==> src/rtl/ram_reader.sv <==
// -----------------------------------------------------------------------------
// ram_reader
//   Streams back every word of a RAM that has been filled earlier, for example
//   by a ROM-to-RAM copy. The block walks the SIZE = 2**ADDR_WIDTH addresses in
//   order and presents each word on a valid/ready port. It also keeps a running
//   checksum, which is the sum of the accepted words modulo 2**DATA_WIDTH.
//   finish pulses for one cycle after the last word has been accepted.
//
//   The RAM read port has a registered read with 1-cycle latency. Each word
//   therefore passes through three states: FETCH presents the address, LATCH
//   captures the returned data, and SEND offers the word to the sink.
//
// Ports
//   i_clk        system clock, rising edge
//   i_reset      synchronous reset, active low
//   i_start      begins a read pass; sampled only while idle
//   o_rd_addr    RAM read address (driven only in FETCH and LATCH, else 0)
//   i_rd_data    RAM read data, valid one cycle after o_rd_addr
//   o_out_data   streamed word, stable while o_out_valid is high
//   o_out_valid  o_out_data is valid
//   i_out_ready  sink accepts the word when o_out_valid && i_out_ready
//   o_busy       high in every state except IDLE
//   o_finish     1-cycle pulse after the last word is accepted
//   o_checksum   sum of the accepted words, modulo 2**DATA_WIDTH
// -----------------------------------------------------------------------------
module ram_reader #(
    parameter int ADDR_WIDTH = 2,
    parameter int DATA_WIDTH = 8
) (
    input  logic                  i_clk,
    input  logic                  i_reset,
    input  logic                  i_start,
    output logic [ADDR_WIDTH-1:0] o_rd_addr,
    input  logic [DATA_WIDTH-1:0] i_rd_data,
    output logic [DATA_WIDTH-1:0] o_out_data,
    output logic                  o_out_valid,
    input  logic                  i_out_ready,
    output logic                  o_busy,
    output logic                  o_finish,
    output logic [DATA_WIDTH-1:0] o_checksum
);

    localparam int SIZE = 2 ** ADDR_WIDTH;
    // The word counter is one bit wider than the RAM address. This keeps the
    // last-word compare from aliasing when the counter wraps.
    localparam logic [ADDR_WIDTH:0] LAST_ADDR = (ADDR_WIDTH + 1)'(SIZE - 1);

    typedef enum logic [2:0] {
        IDLE  = 3'd0,
        FETCH = 3'd1,
        LATCH = 3'd2,
        SEND  = 3'd3,
        DONE  = 3'd4
    } state_t;

    state_t                r_state;
    logic [ADDR_WIDTH:0]   r_addr;
    logic [ADDR_WIDTH-1:0] r_rd_addr;
    logic [DATA_WIDTH-1:0] r_out_data;
    logic                  r_out_valid;
    logic                  r_busy;
    logic                  r_finish;
    logic [DATA_WIDTH-1:0] r_checksum;
    logic [ADDR_WIDTH:0]   w_addr_inc;

    assign w_addr_inc = r_addr + 1'b1;

    // Every output comes from a register. Each output is loaded on the edge
    // that enters the state in which it must be visible. As a result,
    // i_out_ready only affects the next state and never feeds an output
    // combinationally.
    always_ff @(posedge i_clk) begin
        if (!i_reset) begin
            r_state     <= IDLE;
            r_addr      <= '0;
            r_rd_addr   <= '0;
            r_out_data  <= '0;
            r_out_valid <= 1'b0;
            r_busy      <= 1'b0;
            r_finish    <= 1'b0;
            r_checksum  <= '0;
        end else begin
            r_finish <= 1'b0;
            case (r_state)
                IDLE: begin
                    // The checksum of the previous pass stays readable until
                    // the next start clears it.
                    if (i_start) begin
                        r_addr     <= '0;
                        r_checksum <= '0;
                        r_rd_addr  <= '0;
                        r_busy     <= 1'b1;
                        r_state    <= FETCH;
                    end
                end
                FETCH: begin
                    // The address is on the RAM port during this cycle. The
                    // RAM registers the data at the end of this cycle.
                    r_state <= LATCH;
                end
                LATCH: begin
                    r_out_data  <= i_rd_data;
                    r_out_valid <= 1'b1;
                    r_rd_addr   <= '0;
                    r_state     <= SEND;
                end
                SEND: begin
                    if (i_out_ready) begin
                        r_checksum  <= r_checksum + r_out_data;
                        r_out_valid <= 1'b0;
                        if (r_addr == LAST_ADDR) begin
                            r_finish <= 1'b1;
                            r_state  <= DONE;
                        end else begin
                            r_addr    <= w_addr_inc;
                            r_rd_addr <= w_addr_inc[ADDR_WIDTH-1:0];
                            r_state   <= FETCH;
                        end
                    end
                end
                DONE: begin
                    r_busy  <= 1'b0;
                    r_state <= IDLE;
                end
                default: begin
                    r_out_valid <= 1'b0;
                    r_rd_addr   <= '0;
                    r_busy      <= 1'b0;
                    r_state     <= IDLE;
                end
            endcase
        end
    end

    assign o_rd_addr   = r_rd_addr;
    assign o_out_data  = r_out_data;
    assign o_out_valid = r_out_valid;
    assign o_busy      = r_busy;
    assign o_finish    = r_finish;
    assign o_checksum  = r_checksum;

endmodule

==> config.mk <==
export PLATFORM = sky130hd
export DESIGN_NAME = ram_reader
export DESIGN_NICKNAME = d
export VERILOG_FILES = /design/src/rtl/ram_reader.sv
export SDC_FILE = /design/constraint.sdc
export NUM_CORES = 1
export LEC_CHECK = 0
export ABC_CLOCK_PERIOD_IN_PS = 4000
export BUFFER_PORTS_ARGS = -buffer_cell sky130_fd_sc_hd__clkbuf_2
export CORE_MARGIN = 2
export CORE_UTILIZATION = 56
export DETAILED_ROUTE_END_ITERATION = 6
export PLACE_DENSITY = 0.83
export SLEW_MARGIN = 20
export SYNTH_ARGS = -nofsm -noshare
export SYNTH_HDL_FRONTEND = slang
export SYNTH_SLANG_ARGS = --single-unit
==> constraint.sdc <==
create_clock -name i_clk -period 4 [get_ports i_clk]
set_input_delay 0.4 -clock i_clk [delete_from_list [all_inputs] [get_ports i_clk]]
set_output_delay 0.4 -clock i_clk [all_outputs]
set_load 0.01 [all_outputs]
==> results of run 1 <==
-- metal layers --
| layer | GRT usage [%] | vias to the layer above | wire length (um) |
|---|---|---|---|
| met5 | 0 | - | 0 |
| met4 | 3.85 | 0 | 9 |
| li1 | - | 588 | - |
| met1 | 26.4 | 555 | 1170 |
| met2 | 36.4 | 31 | 1410 |
| met3 | 2.54 | 2 | 138 |
-- kinds of logic after synthesis --
family,share of synthesized area (%)
AOI/OAI and AO/OA,15.3
xor gates and xnor gates,3.22
adders and majority gates,9.74
buffers and inverters,3.22
DFF,39.7
muxes,7.72
and+or+nand+nor,21.1
-- tightest hold or removal path, stage by stage --
cell and delay, ns:
clkbuf_2 0.07, mux2i_1 0.05, nor2_1 0.07
-- how the worst min path moves through the flow --
stage	startpoint	end	slack, ns	depth (start not counted)
floorplan	r_addr[1]	r_addr[1]	0.45	2
finish	i_rd_data[2]	o_out_data[2]	0.30	3
detailed placement	o_busy	o_busy	0.44	2
global placement	o_busy	o_busy	0.44	2
CTS	i_rd_data[2]	o_out_data[2]	0.31	3
global route	i_rd_data[6]	o_out_data[6]	0.31	3
-- sequential cells by signal (all words and copies together), names as in the netlist --
name and flops:
o_checksum 8, o_rd_addr 2, o_busy 1, r_addr 3, o_out_valid 1, r_state 3
o_finish 1, o_out_data 8
-- power groups by stage --
stage	clock (mW)	sequential (mW)	combinational, mW
final	0.116	0.287	0.0703
after global routing	0.128	0.289	0.0775
after CTS	0.118	0.287	0.0708
after detailed placement	0	0.293	0.0701
after global placement	0	0.292	0.0683
after floorplan	0	0.293	0.0473
-- final cells by class --
class,instances,share of cell area (%)
Timing Repair Buffer,33,10.7
Sequential cell,27,34.5
Inverter,5,1.20
Clock buffer,4,1.68
Multi-Input combinational cell,111,49.6
Tap cell,28,2.24
-- per-stage QoR --
stage               utilization (%)  cells
CTS                            69.4    208
detailed placement             68.3    204
global route                   69.4    208
finish                         69.4    208
global placement               68.3    204
floorplan                         -    147
-- synth_stat cells --
| master | instances | share of area, % |
|---|---|---|
| a311oi_1 | 1 | 0.64 |
| mux2i_1 | 9 | 6.6 |
| nor3_2 | 1 | 0.74 |
| nor3_1 | 2 | 0.74 |
| ha_1 | 9 | 8.3 |
| xnor2_1 | 3 | 1.9 |
| or3b_4 | 1 | 0.83 |
| a211oi_2 | 1 | 0.92 |
| a21o_1 | 4 | 2.2 |
| nor3_4 | 1 | 1.2 |
| fa_1 | 1 | 1.5 |
| clkinv_1 | 1 | 0.28 |
| nor3b_1 | 2 | 1.1 |
| nand4b_1 | 1 | 0.64 |
| o21ai_0 | 6 | 2.2 |
| nor2_1 | 18 | 5.0 |
| a21oi_1 | 12 | 4.4 |
| clkbuf_1 | 1 | 0.28 |
| nor2b_1 | 3 | 1.4 |
| nand2b_1 | 6 | 2.8 |
| nand3_1 | 4 | 1.5 |
| a22oi_1 | 5 | 2.8 |
| inv_1 | 3 | 0.83 |
| nor4_1 | 2 | 0.92 |
| mux2_4 | 1 | 1.1 |
| inv_2 | 1 | 0.28 |
| buf_6 | 1 | 0.83 |
| xor2_1 | 2 | 1.3 |
| nand2_1 | 8 | 2.2 |
| dfxtp_1 | 27 | 40 |
| a31oi_1 | 1 | 0.46 |
| o21bai_1 | 1 | 0.55 |
| nor2_4 | 1 | 0.83 |
| nand4_1 | 1 | 0.46 |
| o21a_1 | 2 | 1.1 |
| buf_2 | 2 | 0.74 |
| and3_1 | 2 | 0.92 |
==> results.cfg, run 1 <==
[outcome]
outcome = complete, no violations

[cts]
clockBufferDepth = 2
clock_latency_ns = 0.32
cts_hold_buf = 0
clkSinkCount = 27
cts_setup_buffers = 0
cts_tree = built
ctsRootBufferMaster = clkbuf_4
cts_buffers = 3
clkSlewWorstSetupHoldPaths_ns = 0.15
cts_max_level = 1
cts_resized = 0

[detailed_routing]
via_count = 1176
first_pass_iters = 4
wl_per_cell_um = 13.1
ant_nets = 0
post_drt_via_cell_ratio = 5.65
drtIter0Drc = 22
drc = 0
drt_wl_total_um = 2730

[global_route]
overflow = 0
grt_util_all_layers_pct = 20.5
grt_pass1_vias = 1004
grt_max_degree = 20
grt_pass1_wl_um = 4380
antenna_found_initial = 0

[yosys]
avgSynthCellArea_um2 = 9.26
ys_seq_elements = 27
yosys_warnings = 0
syn-num-nets = 169
syn-cell-area_um2 = 1360
syn_inst = 147
synth.distinct_cells = 37
yosysSeqAreaShare_pct = 39.7

[final_layout]
antenna_cells = 0
stdcell_area_um2 = 1570
nFillCells = 196
multi_input_area_um2 = 777
drive_above_1_share_pct = 23.9
syn2layout_area_growth_pct = 15.0
area.sequential_um2 = 541
final_common_cell = clkbuf_2
final_cell_mix = clkbuf_2, dfxtp_1, nor2_1, a21oi_1
fin_nets = 203

[timing]
setup_viol = 0
hold_violations = 0
fin_crit_sh_pct = 47.3
final_max_slew_viol_count = 0
fin_crit_ns = 1.89
slew_headroom_pct = 66.2
tns_ns = 0
layout_setup_ws_ns = 2.11
worst_pin_slew_ns = 0.503
fin_skew_ns = 0.0136
rsz0062_at_grt = no
whs_ns = 0.303
max_freq_ghz = 0.528

[critical_path]
crit_path_frequent_cell = o21ai_0
reg2reg_slack_ns = 2.11
critPathMaxFanout = 3
path_class = flip-flop to flip-flop
reg2regPathDepth = 7
critPathSlowestCell = fa_1
cp_num_buf_inv = 0
r2r_start = o_out_data[0]
arrival_ns = 2.14
critPathTopFamily = compound AO/OA/AOI/OAI gates
cp_num_cells = 7
critical_path.max_stage_delay_ns = 0.42
worstSetupStartpoint = o_out_data[0]
crit_chain = ha_1 > fa_1 > a21o_1 > a21oi_1 > o21ai_0 > xnor2_1 > o21ai_0
endpoint = o_checksum[6]
r2r-end = o_checksum[6]
start_kind = flip-flop
endpoint_kind = flip-flop
worstPathRequired_ns = 4.25

[floorplanning]
io_pins = 33
die_area_um2 = 2840
fp.dieW_um = 53.3
start_util_pct = 60.4
core_um2 = 2250
dieHeight_um = 53.3
num_rows = 17

[place]
numPortBuffers = 32
hpwl_um = 2040
pre_cts_ws_ns = 2.16
gp_congestion = 0.870
place_area_um2 = 1540

[power]
power.leakage_nw = 0.704
power_density_nw_per_um2 = 302
power.switching_uw = 126
internal_power_uw = 348
clkPwrFrac_pct = 24.5
sw_frac_of_total_pct = 26.5
power_frac_seq_pct = 60.7
finalPower_uw = 473
combPwrFrac_pct = 14.8
peakVddDrop_mv = 0.211

[hold_path]
hp-class = primary input to flip-flop

[flow_run]
cap_viol_max_count = 0
Power figures use the tool's default switching activity.
==> run 2, diff against run 1 <==
- ABC_AREA: unset -> 1
- ABC_CLOCK_PERIOD_IN_PS: 4000 -> 1900
- CORE_UTILIZATION: 56 -> 52
- PLACE_DENSITY: 0.83 -> 0.78
- clock period: 4 -> 1.9 ns (I/O delays scaled with it)
==> run 2 against run 1 <==
  * Combinational power grew to 5.7 times the previous value
  * Via count up 13%
  * Sequential share of layout area decreased by 1.1 points
  * Hold slack got worse by 0.23 ns
  * Synthesized cell count is 29% higher
  * Critical path type unchanged
  * Routed wire length is 12% higher
  * Final area rose by 3.3%
  * Power rose to 2.8 times the previous value
  * Area after synthesis rose by 2.1%
  * Critical path depth stayed put
  * Count of clock-buffer cells in the layout unchanged
  * Core utilization shrank 4.8 points
==> results.cfg, run 2 <==
[place]
numPortBuffers = 32
pre_cts_ws_ns = 0.252
place_area_um2 = 1590
hpwl_um = 2390
gp_congestion = 0.796

[yosys]
synth.distinct_cells = 28
synth_compound_area_share_pct = 12.8
synthTopCellsByCount = nand2_1, dfxtp_1, a21oi_1
synthTopCellsByArea = dfxtp_1, nand2_1, ha_1
synth-simple-area-share_pct = 29.5
yosysTopAreaCell = dfxtp_1
yosys_warnings = 0
syn-cell-area_um2 = 1390
syn-num-nets = 212
synthAdderAreaFrac_pct = 9.54
synth.most_common_cell = nand2_1
async_reset_ff_share_pct = 0
avgSynthCellArea_um2 = 7.32
synth.area.mux_share_pct = 0
ys_seq_elements = 27
syn_inst = 190
synth_edf_count = 0
netlist.area_leader.share_pct = 38.9
synth_xor_area_share_pct = 1.89
synth_top_family_by_area = simple AND/OR/NAND/NOR gates
yosysSeqAreaShare_pct = 38.9
synthFlopType = dfxtp_1

[critical_path]
start_kind = flip-flop
worstPathRequired_ns = 2.14
critPathMaxFanout = 3
reg2regPathDepth = 7
endpoint_kind = flip-flop
arrival_ns = 1.90
reg2reg_slack_ns = 0.24
path_class = flip-flop to flip-flop

[timing]
fin_skew_ns = 0.00828
rsz0062_at_grt = no
fin_crit_sh_pct = 87.4
hold_violations = 0
layout_setup_ws_ns = 0.240
worst_pin_slew_ns = 0.598
tns_ns = 0
setup_viol = 0
final_max_slew_viol_count = 0
fin_crit_ns = 1.66
max_freq_ghz = 0.603
slew_headroom_pct = 60.1

[detailed_routing]
drt_wl_total_um = 3050
via_count = 1326
drc = 0
post_drt_via_cell_ratio = 5.20
wl_per_cell_um = 12.0
drtIter0Drc = 28
first_pass_iters = 4
ant_nets = 0

[cts]
clock_latency_ns = 0.33
clkSinkCount = 27
cts_hold_buf = 0
cts_resized = 0
cts_tree = built
cts_setup_buffers = 0
cts_max_level = 1
ctsRootBufferMaster = clkbuf_4
clockBufferDepth = 2
clkSlewWorstSetupHoldPaths_ns = 0.14
cts_buffers = 3

[floorplanning]
die_area_um2 = 3100
io_pins = 33
dieHeight_um = 55.7
core_um2 = 2500
start_util_pct = 55.6
fp.dieW_um = 55.7
num_rows = 18

[final_layout]
nFillCells = 251
stdcell_area_um2 = 1620
final_common_cell = nand2_1
fin_nets = 248
final_cell_mix = nand2_1, clkbuf_2, dfxtp_1, a21oi_1, inv_1
post-route-util_pct = 64.7
drive_above_1_share_pct = 24.0
syn2layout_area_growth_pct = 16.3
antenna_cells = 0

[global_route]
grt_pass1_vias = 1248
grt_util_all_layers_pct = 21.0
antenna_found_initial = 0
overflow = 0
grt_max_degree = 20
grt_pass1_wl_um = 5350

[power]
peakVddDrop_mv = 0.607
power_density_nw_per_um2 = 818
power.leakage_nw = 0.847

[hold_path]
holdPathStages = 3
hp-class = primary input to flip-flop

[outcome]
outcome = complete, no violations

[flow_run]
cap_viol_max_count = 0
run 2: cell types whose count changed after synthesis, moves of 5 or more:
cell / delta
nor2_1: -6
nand2_2: +5
nand2_1: +45
inv_1: +15
nand3_1: +7
a21oi_1: +9
a22oi_1: -5
nand2b_1: -6
mux2i_1: -9
run 2: routing by layer:
layer,up-vias,wire length [um],track usage (%)
met5,-,0,0
met4,0,60,8.01
met3,7,131,3.02
met2,31,1590,38.6
met1,606,1270,24.2
li1,682,-,-
run 2: final timing paths:
kind / endpoint / from
hold / removal: o_out_data[0] / i_rd_data[0]
hold reg to reg: o_checksum[5] / o_checksum[5]
setup reg to reg: o_checksum[4] / o_out_data[0]
setup / recovery: o_checksum[4] / o_out_data[0]
run 2: critical path: stages, from the launching register on:
cell	delay [ns]
dfxtp_1	0.36
ha_1	0.23
fa_1	0.41
nand3_1	0.10
nand2_1	0.08
or2_2	0.28
nand3_1	0.07
a21oi_1	0.05
run 2: logic make-up after synthesis:
group,count (synthesis)
buffers and inverters,27
AND/OR/NAND/NOR,91
flip-flops,27
adder cells (fa/ha/maj),10
AO/OA/AOI/OAI,32
XOR/XNOR,3
run 2: where the power goes:
group / switching, mW / leakage, nW / total (mW) / internal, mW
logic: 0.256 / 0.612 / 0.403 / 0.146
clock network: 0.166 / 0.0150 / 0.248 / 0.0823
registers: 0.0453 / 0.220 / 0.671 / 0.625
run 2: layout make-up:
cell class | count | area, um^2 | share of cell area, %
multi-input cells | 136 | 747 | 46.2
flip-flops and latches | 27 | 541 | 33.4
repair buffers | 34 | 175 | 10.8
inverters | 24 | 90.1 | 5.57
well taps | 30 | 37.5 | 2.32
clock buffers | 4 | 26.3 | 1.63
run 2: stage by stage:
step	hold slack [ns]	instances	power, mW
2_1_floorplan	0.317	190	0.964
3_3_place_gp	0.422	251	1.06
3_5_place_dp	0.434	251	1.09
4_1_cts	0.0713	255	1.33
5_1_grt	0.0834	255	1.41
6_report	0.0737	255	1.32
